--- src/rtl/fetch_stage.sv ---
// Instruction fetch: 2-entry in-order {pc,instr} buffer fed by a pipelined imem; request-to-output latency 2, 1 instr/cycle sustained.
// StallF holds the head; imem_req is withheld once buffered + in-flight would exceed 2. FETCH_PERF_CNT_EN adds perf counters.

module fetch_stage #(
  parameter int                    DATA_WIDTH = 32,
  parameter logic [DATA_WIDTH-1:0] RESET_PC   = 32'h0000_0000
) (
  input  logic                  clk,
  input  logic                  rst,
  input  logic                  StallF,
  input  logic                  PCSrcE,
  input  logic [DATA_WIDTH-1:0] PCTargetE,
  output logic                  imem_req,
  output logic [DATA_WIDTH-1:0] imem_addr,
  input  logic                  imem_ready,
  input  logic                  imem_rvalid,
  input  logic [DATA_WIDTH-1:0] imem_rdata,
  output logic [DATA_WIDTH-1:0] instr,
  output logic [DATA_WIDTH-1:0] PCF,
  output logic [DATA_WIDTH-1:0] PCPlus4F,
  output logic                  fetch_valid
`ifdef FETCH_PERF_CNT_EN
  ,
  output logic [31:0]           perf_fetched,
  output logic [31:0]           perf_bubble
`endif
);

  localparam logic [DATA_WIDTH-1:0] NOP = DATA_WIDTH'(32'h0000_0013);

  logic [DATA_WIDTH-1:0] fetch_pc_q, fetch_pc_d;
  logic [DATA_WIDTH-1:0] buf_pc_q    [2];
  logic [DATA_WIDTH-1:0] buf_instr_q [2];
  logic                  head_q, head_d;
  logic [1:0]            occ_q, occ_d;
  logic [1:0]            outst_q, outst_d;
  logic [2:0]            drop_q, drop_d;

  // Addresses of accepted, still-expected requests, oldest at pend_rd_q.
  logic [DATA_WIDTH-1:0] pend_pc_q [2];
  logic                  pend_wr_q, pend_wr_d;
  logic                  pend_rd_q, pend_rd_d;

  logic buf_vld;
  logic pop;
  logic push;
  logic accept;
  logic rsp_any;
  logic rsp_drop;
  logic rsp_keep;
  logic issue_ok;
  logic tail;
  logic tgt_unused;

  assign tgt_unused = ^PCTargetE[1:0];

  assign buf_vld  = (occ_q != 2'd0);
  assign rsp_any  = imem_rvalid && ((outst_q != 2'd0) || (drop_q != 3'd0));
  assign rsp_drop = imem_rvalid && (drop_q != 3'd0);
  assign rsp_keep = imem_rvalid && (drop_q == 3'd0) && (outst_q != 2'd0);
  assign pop      = buf_vld && !StallF && !PCSrcE;
  assign push     = rsp_keep && !PCSrcE && !rst;
  // A full buffer has its tail on the head slot, which is only written while it is being popped.
  assign tail     = head_q ^ occ_q[0];

  assign issue_ok  = ({1'b0, occ_q} + {1'b0, outst_q}) < (3'd2 + {2'b00, pop});
  assign imem_req  = !rst && !PCSrcE && issue_ok;
  assign imem_addr = fetch_pc_q;
  assign accept    = imem_req && imem_ready;

  always_comb begin
    fetch_pc_d = fetch_pc_q;
    head_d     = head_q ^ pop;
    occ_d      = occ_q + {1'b0, push} - {1'b0, pop};
    outst_d    = outst_q + {1'b0, accept} - {1'b0, rsp_keep};
    drop_d     = drop_q - {2'b00, rsp_drop};
    pend_wr_d  = pend_wr_q ^ accept;
    pend_rd_d  = pend_rd_q ^ rsp_keep;
    if (accept) begin
      fetch_pc_d = fetch_pc_q + DATA_WIDTH'(4);
    end
    if (PCSrcE) begin
      // Everything in flight, including a response landing this cycle, belongs to the wrong path.
      fetch_pc_d = {PCTargetE[DATA_WIDTH-1:2], 2'b00};
      head_d     = 1'b0;
      occ_d      = 2'd0;
      outst_d    = 2'd0;
      drop_d     = drop_q + {1'b0, outst_q} - {2'b00, rsp_any};
      pend_rd_d  = pend_wr_q;
    end
  end

  always_ff @(posedge clk) begin
    if (rst) begin
      fetch_pc_q <= RESET_PC;
      head_q     <= 1'b0;
      occ_q      <= 2'd0;
      outst_q    <= 2'd0;
      drop_q     <= 3'd0;
      pend_wr_q  <= 1'b0;
      pend_rd_q  <= 1'b0;
    end else begin
      fetch_pc_q <= fetch_pc_d;
      head_q     <= head_d;
      occ_q      <= occ_d;
      outst_q    <= outst_d;
      drop_q     <= drop_d;
      pend_wr_q  <= pend_wr_d;
      pend_rd_q  <= pend_rd_d;
    end
  end

  always_ff @(posedge clk) begin
    if (push) begin
      buf_pc_q[tail]    <= pend_pc_q[pend_rd_q];
      buf_instr_q[tail] <= imem_rdata;
    end
    if (accept) begin
      pend_pc_q[pend_wr_q] <= fetch_pc_q;
    end
  end

  assign fetch_valid = !rst && buf_vld;
  assign instr       = fetch_valid ? buf_instr_q[head_q] : NOP;
  assign PCF         = fetch_valid ? buf_pc_q[head_q] : '0;
  assign PCPlus4F    = fetch_valid ? buf_pc_q[head_q] + DATA_WIDTH'(4) : '0;

`ifdef FETCH_PERF_CNT_EN
  logic [31:0] perf_fetched_q;
  logic [31:0] perf_bubble_q;

  always_ff @(posedge clk) begin
    if (rst) begin
      perf_fetched_q <= 32'd0;
      perf_bubble_q  <= 32'd0;
    end else begin
      if (pop) begin
        perf_fetched_q <= perf_fetched_q + 32'd1;
      end
      if (!fetch_valid && !StallF) begin
        perf_bubble_q <= perf_bubble_q + 32'd1;
      end
    end
  end

  assign perf_fetched = perf_fetched_q;
  assign perf_bubble  = perf_bubble_q;
`endif

endmodule

--- config.mk ---
export PLATFORM = sky130hd
export DESIGN_NAME = fetch_stage
export DESIGN_NICKNAME = d
export VERILOG_FILES = /design/src/rtl/fetch_stage.sv
export SDC_FILE = /design/constraint.sdc
export NUM_CORES = 1
export LEC_CHECK = 0
export CAP_MARGIN = 5
export CORE_MARGIN = 1.5
export CORE_UTILIZATION = 40
export CTS_BUF_LIST = sky130_fd_sc_hd__clkbuf_4
export DETAILED_ROUTE_END_ITERATION = 8
export GPL_TIMING_DRIVEN = 1
export PLACE_DENSITY = 0.67
export SLEW_MARGIN = 10
export SYNTH_ARGS = -nofsm -noshare
export SYNTH_HDL_FRONTEND = slang
export SYNTH_SLANG_ARGS = --single-unit
export TNS_END_PERCENT = 5
--- constraint.sdc ---
create_clock -name clk -period 4.99 [get_ports clk]
set_clock_uncertainty 0.15 [all_clocks]
set_input_delay 0.998 -clock clk [delete_from_list [all_inputs] [get_ports clk]]
set_output_delay 0.998 -clock clk [all_outputs]
set_load 0.01 [all_outputs]
**Yosys cells after proc, flatten, opt, wreduce, memory -nomap -nowiden**

Memories as Yosys holds them, arrays and structs flattened. A register that Yosys moved wholly into a read port is not among the register bits.
Cells that the tools add are included.

- RAM bits: 192
- Output and inout bits: 130
- Memories kept: 3
- Input port bits: 70
- Logic and storage cells: 63
- Bits in registers: 42

- Muxes and demuxes: 14
- Bitwise operators: 4
- Order comparisons: 1
- Add/subtract/negate cells: 11
- Reduce and logical (&&, ||, !) cells: 22

Memory list:

| name | depth | bits a word | read ports | clocked after Yosys merged registers in | write ports | RTL line | RTL |
|---|---|---|---|---|---|---|---|
| buf_instr_q | 2 | 32 | 1 | 1 | 1 | 33 | `logic [DATA_WIDTH-1:0] buf_instr_q [2];` |
| buf_pc_q | 2 | 32 | 1 | 1 | 1 | 32 | `logic [DATA_WIDTH-1:0] buf_pc_q [2];` |
| pend_pc_q | 2 | 32 | 1 | 1 | 1 | 40 | `logic [DATA_WIDTH-1:0] pend_pc_q [2];` |

Operators with widths:

| operator | count |
|---|---|
| 32-bit 2-to-1 mux | 5 |
| 32-bit by 3-bit adder with 32-bit output (second input constant) | 2 |
| 1-bit logical AND | 12 |
| 1-bit 2-to-1 mux | 8 |
| 2-bit nonzero test | 3 |
| 3-bit by 1-bit subtractor with 3-bit output | 2 |
| 2-bit by 1-bit adder with 2-bit output | 2 |
| 2-bit by 1-bit subtractor with 2-bit output | 2 |
| 1-bit XOR | 4 |
| 2-bit by 1-bit adder with 3-bit output (first input constant) | 1 |
| 2-bit by 2-bit adder with 3-bit output | 1 |
| 3-bit by 2-bit adder with 3-bit output | 1 |
| 1-bit logical NOT | 3 |
| 3-bit logical NOT | 1 |
| 3-bit < comparator | 1 |
| 3-bit 2-to-1 mux | 1 |
| 3-bit nonzero test | 1 |
| 2-bit OR reduction | 1 |
| 1-bit logical OR | 1 |

**Depth between registers and ports, before layout**

Gate-level depths: netlist of the first run.

- Depth after elaboration: 9
- Gate-level depth with buffers: 12

**Worst setup path after synthesis of the first run**

OpenSTA, ideal clock, no wires.

- Kind: input -> register
- Start point: input imem_rvalid
- End point: memory buf_instr_q[1][0] (enable)
- Cell stages on the path: 4
- Arrival time: 4.275 ns
- Library setup time: 0.482 ns
- Path buffers: 0
- Data required time: 4.358 ns
- Setup slack: 0.083 ns
- Cells stage by stage: o21ai_0 nor4_1 nand2_1 nor2_1

- Longest elaborated chain between the ends: 6

RTL lines:

| what | RTL line | RTL |
|---|---|---|
| start, declared | 16 | `input logic imem_rvalid,` |
| 1-bit logical AND (2 in a row) | 60 | `assign rsp_keep = imem_rvalid && (drop_q == 3'd0) && (outst_q != 2'd0);` |
| 1-bit logical AND (2 in a row) | 62 | `assign push = rsp_keep && !PCSrcE && !rst;` |
| 1-bit 2-to-1 mux | 114 | `if (push) begin` |
| 1-bit 2-to-1 mux (implied by the code) | 116 | `buf_instr_q[tail] <= imem_rdata;` |
| end, declared | 33 |  |

No other way between the ends.

==> impl_metrics.yaml, run 1 <==
status:
  status: "finished clean"
die:
  die_x_um: 164
  io_pins: 200
  dieArea_mm2: 0.0268
  die_h_um: 164
  rows: 58
  core_mm2: 0.0253
  start_util: 0.410
critical_path:
  reg2reg_depth: 12
  cp_top_family: "buffers and inverters"
  endpoint_kind: "primary output"
  crit-reg2reg-launch: "occ_q[0]"
  path_class: "flop to primary output"
  cp_max_fo: 36
  crit_path_cell_trace: "buf_16 -> mux2i_1 -> a211oi_2 -> nand2_2 -> or4_1 -> o21ai_1 -> clkdlybuf4s50_1"
  start_kind: "flop"
  cp.required_ps: 3840
  cp.arrival_ps: 3580
  rrSetupSlack_ps: 1930
  timing.critical_path.buf_inv: 2
  slowest_delay_ps: 590
  reg2reg_to: "outst_q[1]"
  cpMaxStageDelayCell: "dfxtp_4"
sta:
  hold_viol: 0
  hold-worst-slack_ps: 381
  setup-violations-final: 0
  drv_slew: 0
  clock.fmax_mhz: 211
  slew_headroom: 0.539
  setup_ws_ps: 257
  tightestPinTransition_ps: 673
  rsz0062_at_grt: "false"
  finalCritPeriodShare: 0.948
  timing.setup.tns_ps: 0
  fin_crit_ps: 4730
logic_synthesis:
  synth_edf_count: 184
  yosys_most_used_dff: "edfxtp_1"
  async_flop_share: 0
  synth_area_mm2: 0.0103
  avgSynthCellArea_um2: 12.5
  syn_inst: 826
  ys_types: 72
  ys_seq_area_frac: 0.611
  ys_seq_elements: 224
  yosys_warnings: 0
detailed_routing:
  post_drt_wl_per_cell_um: 16.9
  avgViaCountPerCell: 5.13
  routed_wl_mm: 24.2
  firstDrtPassIters: 7
  drc_errors: 0
  drtAntennaViolNets: 0
  vias: 7324
  drt_iter0_markers: 427
min_path:
  min_path_type: "flop to flop"
  min_to: "pend_rd_q"
  min_from: "pend_wr_q"
  hold_depth: 2
global_route:
  overflow: 0
  grt_start_max_net_pins: 74
  grt_util_met2: 0.277
  grtUsageMet1: 0.249
  grt-busiest-layer: "met2"
  use_met3: 0.0475
  grt_pass1_vias: 7152
  grt_usage: 0.180
  grt_pass1_wl_mm: 37.8
  antenna_found_initial: 1
final_layout:
  fillers: 2185
  register_area_mm2: 0.00633
  syn_to_final_growth_pct: 30.2
  drive_above_1_share: 0.154
  nets: 1142
  multi_input_area_mm2: 0.00378
power_and_ir_drop:
  power_density_mw_per_mm2: 299
  power.leakage_uw: 0.00449
  max-vdd-ir-drop_mv: 0.135
clock_tree:
  cts_sinks: 224
  cts_buffer_depth: 3
  clk_latency_ps: 660
  cts_htree_levels: 2
  cts_tree: "yes"
  clkTransAtPathRegs_ps: 70
  hold_buffers: 0
  numCtsBuffers: 58
  cts_root_buffer: "clkbuf_4"
job:
  maxCapViolations: 0
placed_design:
  finalWeightedCongestion: 0.860
  io_buffer_count: 191
  place_ws_ps: 616
  dp_hpwl_mm: 16.8
worst max-delay path by stage:
stage,startpoint,end,slack (ps),cells after the start
after floorplan,imem_rvalid,buf_instr_q[1][0],80,4
after global placement,rst,PCPlus4F[31],630,8
after detailed placement,rst,PCPlus4F[31],620,8
after CTS,head_q,PCPlus4F[31],110,7
after global routing,head_q,PCPlus4F[20],3,8
final,head_q,PCPlus4F[31],260,7
where the power goes:
part           switching (uW)  internal (uW)  total [uW]
sequential               53.1           2070        2120
combinational             148            170         318
clock                     691            905        1600
flip-flops by register name (all words and copies together) (netlist names):
signal and count:
buf_instr_q 64, buf_pc_q 60, pend_pc_q 60, imem_addr 30
drop_q 3, occ_q 2, outst_q 2, head_q 1
pend_rd_q 1, pend_wr_q 1
cell families (layout without fill, tap and decap cells):
family	count (synthesis)	count (layout)	synth area share
adders and majority gates	16	16	0.0208
DFF	224	224	0.611
AOI/OAI and AO/OA	97	97	0.0682
xor gates and xnor gates	39	39	0.0330
buffers and inverters	64	330	0.0278
muxes	94	94	0.0952
other	1	7	0.000362
and+or+nand+nor	291	291	0.143
metrics by stage:
stage | instances | instance area [um^2] | utilization | power [uW]
after floorplan | 831 | 10400 | - | 2320
after global placement | 1325 | 12700 | 0.502 | 2460
after detailed placement | 1325 | 12700 | 0.502 | 2480
after CTS | 1426 | 13400 | 0.533 | 4080
after global routing | 1428 | 13500 | 0.534 | 4230
final | 1428 | 13500 | 0.534 | 4030
cell usage after synthesis (all sizes together), types with 2 or more instances:
cell	instances	area share
edfxtp	184	0.53
nor2	109	0.040
mux2i	59	0.057
nand2	57	0.021
dfxtp	40	0.077
mux2	35	0.038
nand3	24	0.013
buf	23	0.013
clkbuf	21	0.0076
xor2	21	0.018
inv	20	0.0073
nand4	19	0.013
xnor2	18	0.015
and2	16	0.0097
ha	14	0.017
a211oi	13	0.0099
nor3	13	0.0063
nor4	13	0.0099
o21ai	13	0.0063
a31oi	12	0.0073
a21oi	10	0.0052
o31ai	8	0.0058
or3	8	0.0053
nand3b	7	0.0063
o22ai	7	0.0042
o31a	7	0.0059
and3	5	0.0030
nand2b	4	0.0024
nand4b	4	0.0048
nor4b	4	0.0034
o211ai	3	0.0022
o41ai	3	0.0025
a32o	2	0.0019
a32oi	2	0.0017
fa	2	0.0039
nor2b	2	0.0012
o221a	2	0.0022
o311ai	2	0.0017
layout by cell type (no fill, tap or decap), types with 4 or more instances in the layout:
cell type / instances
nor4b_1: 4
a31oi_1: 12
nand2_1: 56
conb_1: 6
nand4_1: 16
clkinv_1: 8
inv_1: 20
mux2i_1: 59
o22ai_1: 7
or3_1: 7
o31a_1: 7
ha_1: 14
nor2_1: 108
a21oi_1: 9
nor3_1: 13
edfxtp_1: 184
nand3_2: 4
nand3_1: 20
buf_4: 14
and3_1: 4
nand3b_1: 6
clkbuf_4: 89
dfxtp_1: 39
and2_1: 16
clkdlybuf4s50_1: 190
nand2b_1: 4
nor4_1: 11
xnor2_1: 18
o21ai_0: 11
o31ai_1: 8
xor2_1: 21
mux2_2: 34
a211oi_1: 12
tightest hold or removal path: stages, from the launching register on:
cell and delay [ps]:
dfxtp_1 310, inv_1 80, a211oi_1 80
cell type report:
cell class	instances	share of cell area
antenna	1	0.000186
multi-input combinational	543	0.281
clock buffer	89	0.0496
inverter	20	0.00557
timing repair buffer	209	0.156
clock inverter	12	0.00743
sequential	224	0.470
tap	330	0.0306
metal layers:
metal / routed length, um / vias to the layer above / share of wire
li1: - / 3567 / -
met1: 10900 / 3410 / 0.45
met2: 10600 / 311 / 0.44
met3: 2290 / 36 / 0.095
met4: 404 / 0 / 0.017
met5: 0 / - / 0
what timing repair did:
item	CTS	global route
endpoints found under the setup margin	0	5
setup buffers	0	1
gates resized for setup	0	4
hold endpoints to repair	0	0
(Power assumes the default switching activity.)
==> inputs of run 2 (changes only) <==
- CTS_CLUSTER_DIAMETER: not set -> 150
==> results of run 2 <==
Same layout as run 1: the final DEF is identical, and so are final timing and power.
==> inputs of run 3 (changes only) <==
- SETUP_SLACK_MARGIN: not set -> 0.4
==> impl_metrics.yaml, run 3 (same netlist as run 1, synthesis figures left out) <==
clock_tree:
  clkTransAtPathRegs_ps: 70
  cts_root_buffer: "clkbuf_4"
  cts_htree_levels: 2
  cts_sinks: 224
  cts_buffer_depth: 3
  numCtsBuffers: 58
  clk_latency_ps: 640
  cts_tree: "yes"
  hold_buffers: 0
critical_path:
  path_class: "flop to primary output"
  endpoint_kind: "primary output"
  reg2reg_to: "outst_q[1]"
  cp.arrival_ps: 3360
  rrSetupSlack_ps: 1950
  reg2reg_depth: 12
  cp.required_ps: 3840
  cp_max_fo: 16
  crit-reg2reg-launch: "occ_q[0]"
  setup.worst_path.start: "head_q"
  crit_path_end: "PCPlus4F[31]"
  start_kind: "flop"
placed_design:
  place_ws_ps: 584
  io_buffer_count: 191
  finalWeightedCongestion: 0.835
  dp_hpwl_mm: 17.0
sta:
  rsz0062_at_grt: "true"
  setup_ws_ps: 479
  fin_crit_ps: 4510
  hold_viol: 0
  finalCritPeriodShare: 0.904
  drv_slew: 0
  slew_headroom: 0.545
  tightestPinTransition_ps: 677
  setup-violations-final: 0
  clock.fmax_mhz: 222
  timing.setup.tns_ps: 0
final_layout:
  largest_reg_flops: 64
  drive_above_1_share: 0.158
  final_common_cell: "clkdlybuf4s50_1"
  regMostFlops: "buf_instr_q"
  nets: 1150
  syn_to_final_growth_pct: 31.3
  final_cell_mix: "clkdlybuf4s50_1 (191), edfxtp_1 (184), nor2_1 (108)"
  reg_top3: "buf_instr_q: 64 flops, buf_pc_q: 60 flops, pend_pc_q: 60 flops"
power_and_ir_drop:
  power.leakage_uw: 0.00453
  power_density_mw_per_mm2: 300
  max-vdd-ir-drop_mv: 0.144
global_route:
  grt_pass1_wl_mm: 39.2
  antenna_found_initial: 1
  grt_pass1_vias: 7375
  grt_usage: 0.185
  overflow: 0
  grt_start_max_net_pins: 63
detailed_routing:
  post_drt_wl_per_cell_um: 17.4
  routed_wl_mm: 25.1
  vias: 7511
  drc_errors: 0
  avgViaCountPerCell: 5.22
  drtAntennaViolNets: 0
  drt_iter0_markers: 551
  firstDrtPassIters: 5
status:
  status: "finished clean"
die:
  die_x_um: 164
  io_pins: 200
  die_h_um: 164
  rows: 58
  core_mm2: 0.0253
  start_util: 0.410
  dieArea_mm2: 0.0268
min_path:
  min_path_type: "flop to flop"
  hold_depth: 2
job:
  maxCapViolations: 0
## run 3: changes by cell type in the layout (fill, tap and decap cells not counted), sizes merged
cell | before | now
dlymetal6s2s | 1 | 0
buf | 18 | 25
bufinv | 2 | 3
clkinv | 10 | 17
clkdlybuf4s50 | 190 | 191
clkbuf | 89 | 86
## run 3: worst min path at each step
stage	start	endpoint
after detailed placement	pend_wr_q	pend_rd_q
final	pend_wr_q	pend_rd_q
after global placement	pend_wr_q	pend_rd_q
after CTS	pend_wr_q	pend_rd_q
after floorplan	pend_wr_q	pend_rd_q
after global routing	pend_wr_q	pend_rd_q
## run 3: metrics by stage
step / std cells / hold WS, ps / area (um^2) / utilization / total power (uW)
floorplan: 831 / 314 / 10400 / - / 2320
global placement: 1327 / 328 / 12700 / 0.502 / 2460
CTS: 1433 / 342 / 13500 / 0.535 / 4130
finish: 1440 / 343 / 13600 / 0.538 / 4070
detailed placement: 1327 / 333 / 12700 / 0.502 / 2470
global route: 1440 / 393 / 13600 / 0.538 / 4280
## run 3: worst max-delay path: stages (launching register included)
cell and delay (ps):
dfxtp_4 490, buf_6 240, nand3_2 90, a22o_1 260, or3_4 410, or4_1 500
o21ai_1 150, clkdlybuf4s50_1 570
## run 3: power by group
part           leakage (uW)  total [uW]  switching, uW  internal (uW)
clock network      0.000469        1640            701            934
logic               0.00206         315            146            169
registers           0.00201        2120           54.9           2070
total               0.00453        4070            902           3170
## run 3: layer usage
metal,global-route usage,share of wire
met2,0.284,0.44
met4,0.0616,0.012
met1,0.253,0.46
met3,0.0508,0.090
met5,0,0
## run 3: layout make-up
cell class,count,area [um^2]
timing repair buffer,217,2180
antenna,1,2.50
fill,2203,11700
sequential,224,6330
clock inverter,20,159
multi-input combinational,543,3790
tap,330,413
clock buffer,85,638
inverter,20,75.1
## run 3: repair_timing
| action | in CTS | in global routing |
|---|---|---|
| setup endpoints to repair | 20 | 12 |
| gates cloned | 0 | 1 |
| resized for setup | 6 | 2 |
| buffers inserted | 1 | 5 |
==> edit 1: new RTL, settings of run 1 <==
Register the input `PCTargetE` before use, without a reset. The logic sees it one clock later. The other inputs are not delayed to match.
--- a/src/rtl/fetch_stage.sv
+++ b/src/rtl/fetch_stage.sv
@@ -28,6 +28,12 @@
 
   localparam logic [DATA_WIDTH-1:0] NOP = DATA_WIDTH'(32'h0000_0013);
 
+  logic [DATA_WIDTH-1:0] PCTargetE_q;
+
+  always_ff @(posedge clk) begin
+    PCTargetE_q <= PCTargetE;
+  end
+
   logic [DATA_WIDTH-1:0] fetch_pc_q, fetch_pc_d;
   logic [DATA_WIDTH-1:0] buf_pc_q    [2];
   logic [DATA_WIDTH-1:0] buf_instr_q [2];
@@ -52,7 +58,7 @@
   logic tail;
   logic tgt_unused;
 
-  assign tgt_unused = ^PCTargetE[1:0];
+  assign tgt_unused = ^PCTargetE_q[1:0];
 
   assign buf_vld  = (occ_q != 2'd0);
   assign rsp_any  = imem_rvalid && ((outst_q != 2'd0) || (drop_q != 3'd0));
@@ -81,7 +87,7 @@
     end
     if (PCSrcE) begin
       // Everything in flight, including a response landing this cycle, belongs to the wrong path.
-      fetch_pc_d = {PCTargetE[DATA_WIDTH-1:2], 2'b00};
+      fetch_pc_d = {PCTargetE_q[DATA_WIDTH-1:2], 2'b00};
       head_d     = 1'b0;
       occ_d      = 2'd0;
       outst_d    = 2'd0;
Function: changed (Yosys sat finds a counterexample within 4 cycles, from zero or initial values and one cycle with rst high).
==> edit 1 against run 1 <==
Final cell count rose by 4.9%. Largest cell class unchanged. Via count grew 5.8%. Sequential cell count up 30. Cell area grew 5.0%. Routed wire length increased by 6.9%. Utilization decreased by 0.87 points. Setup slack gained 0.015 ns. Worst hold slack got worse by 0.086 ns. Sequential share of layout area grew 2.0 points. Synthesized cell count increased by 6.3%. Critical path depth grew 1. Total power grew 11%. Synthesized area is 5.9% higher.
==> edit 1: results (changes against run 1) <==
[synth]
synthCells = 878  ; +6.3%
main_area_contributors_after_synthesis = sky130_fd_sc_hd__edfxtp_1, sky130_fd_sc_hd__dfxtp_1, sky130_fd_sc_hd__mux2i_1
yosysSeqAreaShare_pct = 63.2  ; +2.1 points
synth-adder-area-share_pct = 1.96  ; -0.12 points
synth.top_cells.by_count = sky130_fd_sc_hd__edfxtp_1, sky130_fd_sc_hd__nor2_1, sky130_fd_sc_hd__dfxtp_1
synth_compound_gate_area_share_pct = 6.24  ; -0.57 points
synth_xor_xnor_area_share_pct = 2.08  ; -1.2 points
netlist-cell-type-count = 61  ; -15%
post_synth_mux_area_share_pct = 9.60  ; +0.085 points

[drt]
dr_wl_met2_um = 11300  ; +7.0%
highest-signal-layer = met4
routed_wirelength_um = 25800  ; +6.9%
met3WireLength_um = 1980  ; -14%
post_drt_wl_per_cell_um = 17.2  ; +1.9%
first_iter_violations = 452  ; +5.9%
wl_met1_um = 11900  ; +9.4%
dr_total_vias = 7749  ; +5.8%
firstDrtPassIters = 5  ; -2

[worst_setup_path]
crit_arrival_ns = 3.57  ; about the same
critPathMaxStageDelay_ns = 0.49  ; -0.10 ns
critical_path_peak_fanout = 31  ; -14%
cp-endpoint = PCPlus4F[27]
reg2regPathDepth = 11  ; -1
critPathSlowestCell = sky130_fd_sc_hd__clkdlybuf4s50_1

[pwr]
total_leakage_power_nw = 4.72  ; +5.2%
p_sw_mw = 1.00  ; +13%
seq_power_share_pct = 53.2  ; +0.7 points
comb_power_mw = 0.312  ; -2%
max-vdd-ir-drop_uv = 169  ; +25%

[placement]
placed_wire_length_estimate_after_detailed_placement_um = 17800  ; +6.0%
cell_area_reported_after_detailed_placement_um2 = 13300  ; +4.9%
globalplace.congestion = 0.819  ; -4.7%
pre_cts_slack_ns = 0.366  ; -0.250 ns
placedCellCount = 1383  ; +4.4%

[grt]
met1_usage_pct = 24.3  ; -0.58 points
met2_usage_in_global_routing_pct = 27.6  ; -0.093 points
first_global_vias = 7536  ; +5.4%
grt_pass1_wl_um = 40300  ; +6.7%
grtUsageTotal_pct = 18.1  ; +0.042 points
met3_layer_usage_reported_by_global_route_pct = 5.26  ; +0.51 points
grt_start_max_net_pins = 63  ; -15%

[cells_and_area]
post_route_cells_drive_above_1_share_pct = 14.9  ; -0.53 points
finish.net_count = 1199  ; +5.0%

[min_path]
worstHoldEndpoint = imem_addr[5]$_SDFFE_PP0P_
worst_hold_path.num_cells = 1  ; -1
hold_path_startpoint = PCTargetE_q[5]$_DFF_P_

[sta]
crit_path_setup_slack_layout_ns = 0.272  ; +0.0146 ns
tightest_slew_ns = 0.868  ; +0.195 ns
fin_hold_ws_ns = 0.295  ; -0.0861 ns

[clocking]
cts.reportedPaths.clkPinSlew_ns = 0.06
htree_num_levels = 3  ; +1
cts-resized-gates = 1  ; +1
number_of_cts_inserted_buffers = 69  ; +19%

[outcome]
run_status = finished clean

-- edit 1: changes by cell type after synthesis, sizes merged, moves of 5 or more --
cell	before	now
o211ai	3	8
a21oi	10	17
a211oi	13	7
buf	23	29
o22ai	7	1
dfxtp	40	70
nand2	57	62
or4	1	7
a22oi	1	6
nor3	13	20
nor2	109	100
o21ai	13	18
nand3	24	32
xor2	21	7
-- edit 1: critical path, delay by kind of cell (launching register included) --
family          cells  cell delay [ns]
compound gates      1             0.19
buf+inv             3             1.07
flops               1             0.46
mux                 2             0.64
simple gates        2             0.57
-- edit 1: final cells by class --
cell class                 count  area [um2]
fill                        2362       12800
sequential                   254        6930
multi-input combinational    557        3770
timing repair buffer         209        2100
clock buffer                  95         713
tap                          341         427
clock inverter                19         126
inverter                      22        82.6
antenna                        1        2.50
-- edit 1: stage by stage --
step,utilization (%),power [mW]
after detailed placement,49.3,2.73
after global placement,49.3,2.71
after floorplan,-,2.58
after CTS,52.5,4.53
after global routing,52.5,4.69
final,52.5,4.46
==> edit 2: new RTL, settings of run 1 <==
Made on the original files. Build with the macro `FETCH_PERF_CNT_EN` defined.
--- a/src/rtl/fetch_stage.sv
+++ b/src/rtl/fetch_stage.sv
@@ -1,5 +1,7 @@
 // Instruction fetch: 2-entry in-order {pc,instr} buffer fed by a pipelined imem; request-to-output latency 2, 1 instr/cycle sustained.
 // StallF holds the head; imem_req is withheld once buffered + in-flight would exceed 2. FETCH_PERF_CNT_EN adds perf counters.
+
+`define FETCH_PERF_CNT_EN
 
 module fetch_stage #(
   parameter int                    DATA_WIDTH = 32,
Behaviour (old outputs only; new: perf_bubble and perf_fetched): unchanged (Yosys induction, for registers that start in step).
==> edit 2 against run 1 <==
Global-route usage up 0.69 points. Synthesized area up 28%. Count of clock-buffer cells in the layout up 24. Total power up 24%. Sequential cell count up 64. Setup slack worse by 0.060 ns. Routed wire length up 35%. Cell area up 28%. Critical path type unchanged.
==> edit 2: results (changes against run 1) <==
[pwr]
max-vdd-ir-drop_uv = 133  ; -1.3%
total_power_mw = 4.98  ; +24%
cell_internal_pwr_mw = 3.83  ; +22%
power_sequential_mw = 2.63  ; +24%

[cells_and_area]
n_all_buffers = 280  ; +34%
n_multi_input_combinational_cell = 803  ; +48%
clockBufferCount = 113  ; +27%
sh_seq_area_pct = 44.1  ; -2.9 points
finish.net_count = 1561  ; +37%
n_antenna_cell = 6  ; +5
finish.cell_count_without_fillers = 1974  ; +38%

[clocking]
number_of_cts_inserted_buffers = 75  ; +29%
worstSkewPairLatency_ns = 0.68  ; +0.02 ns

[drt]
wl_met1_um = 14000  ; +28%
met3WireLength_um = 3240  ; +41%
dr_total_vias = 10170  ; +39%
highest-signal-layer = met5
first_iter_violations = 472  ; +11%

[grt]
met2_usage_in_global_routing_pct = 29.1  ; +1.4 points
met3_layer_usage_reported_by_global_route_pct = 7.65  ; +2.9 points
first_global_vias = 9716  ; +36%
grt_start_max_net_pins = 88  ; +19%

[placement]
pre_cts_slack_ns = 0.620  ; +0.00407 ns
cell_area_reported_after_detailed_placement_um2 = 16200  ; +28%
placed_wire_length_estimate_after_detailed_placement_um = 22500  ; +34%

[min_path]
worstHoldEndpoint = perf_fetched[30]$_SDFFE_PP0P_
hold_path_startpoint = perf_fetched[30]$_SDFFE_PP0P_

[synth]
main_area_contributors_after_synthesis = sky130_fd_sc_hd__edfxtp_1, sky130_fd_sc_hd__dfxtp_1, sky130_fd_sc_hd__mux2i_1
yosysSeqAreaShare_pct = 57.5  ; -3.6 points
netlist-cell-type-count = 76  ; +5.6%
avg_synthesized_cell_area_um2 = 11.3  ; -9.8%

[sta]
fin_hold_ws_ns = 0.355  ; -0.0267 ns

[worst_setup_path]
cp-endpoint = PCPlus4F[26]

[outcome]
run_status = finished clean

## edit 2: cell count changes after synthesis, moves of 15 or more
cell	change
sky130_fd_sc_hd__a21oi_1	+40
sky130_fd_sc_hd__and4_1	+15
sky130_fd_sc_hd__nor2_1	+29
sky130_fd_sc_hd__nand3_1	+26
sky130_fd_sc_hd__nand4_1	+18
sky130_fd_sc_hd__nand2_1	+34
sky130_fd_sc_hd__dfxtp_1	+64
## edit 2: what timing repair did
item                       4_1_cts  5_1_grt
pin swaps                        0        2
buffers inserted                 0        4
setup endpoints to repair        3       10
gates resized for setup          1        5
## edit 2: logic make-up (layout without fill, tap and decap cells)
family          after synthesis  count (layout)  share of synthesized area [%]
buf+inv                      84             435                           2.92
flops                       288             288                           57.5
fa+ha+maj                    18              18                           1.82
xor+xnor                     55              55                           3.64
mux                          99              99                           7.88
other cells                   1              12                         0.0283
compound gates              163             163                           8.21
simple gates                462             462                           18.0
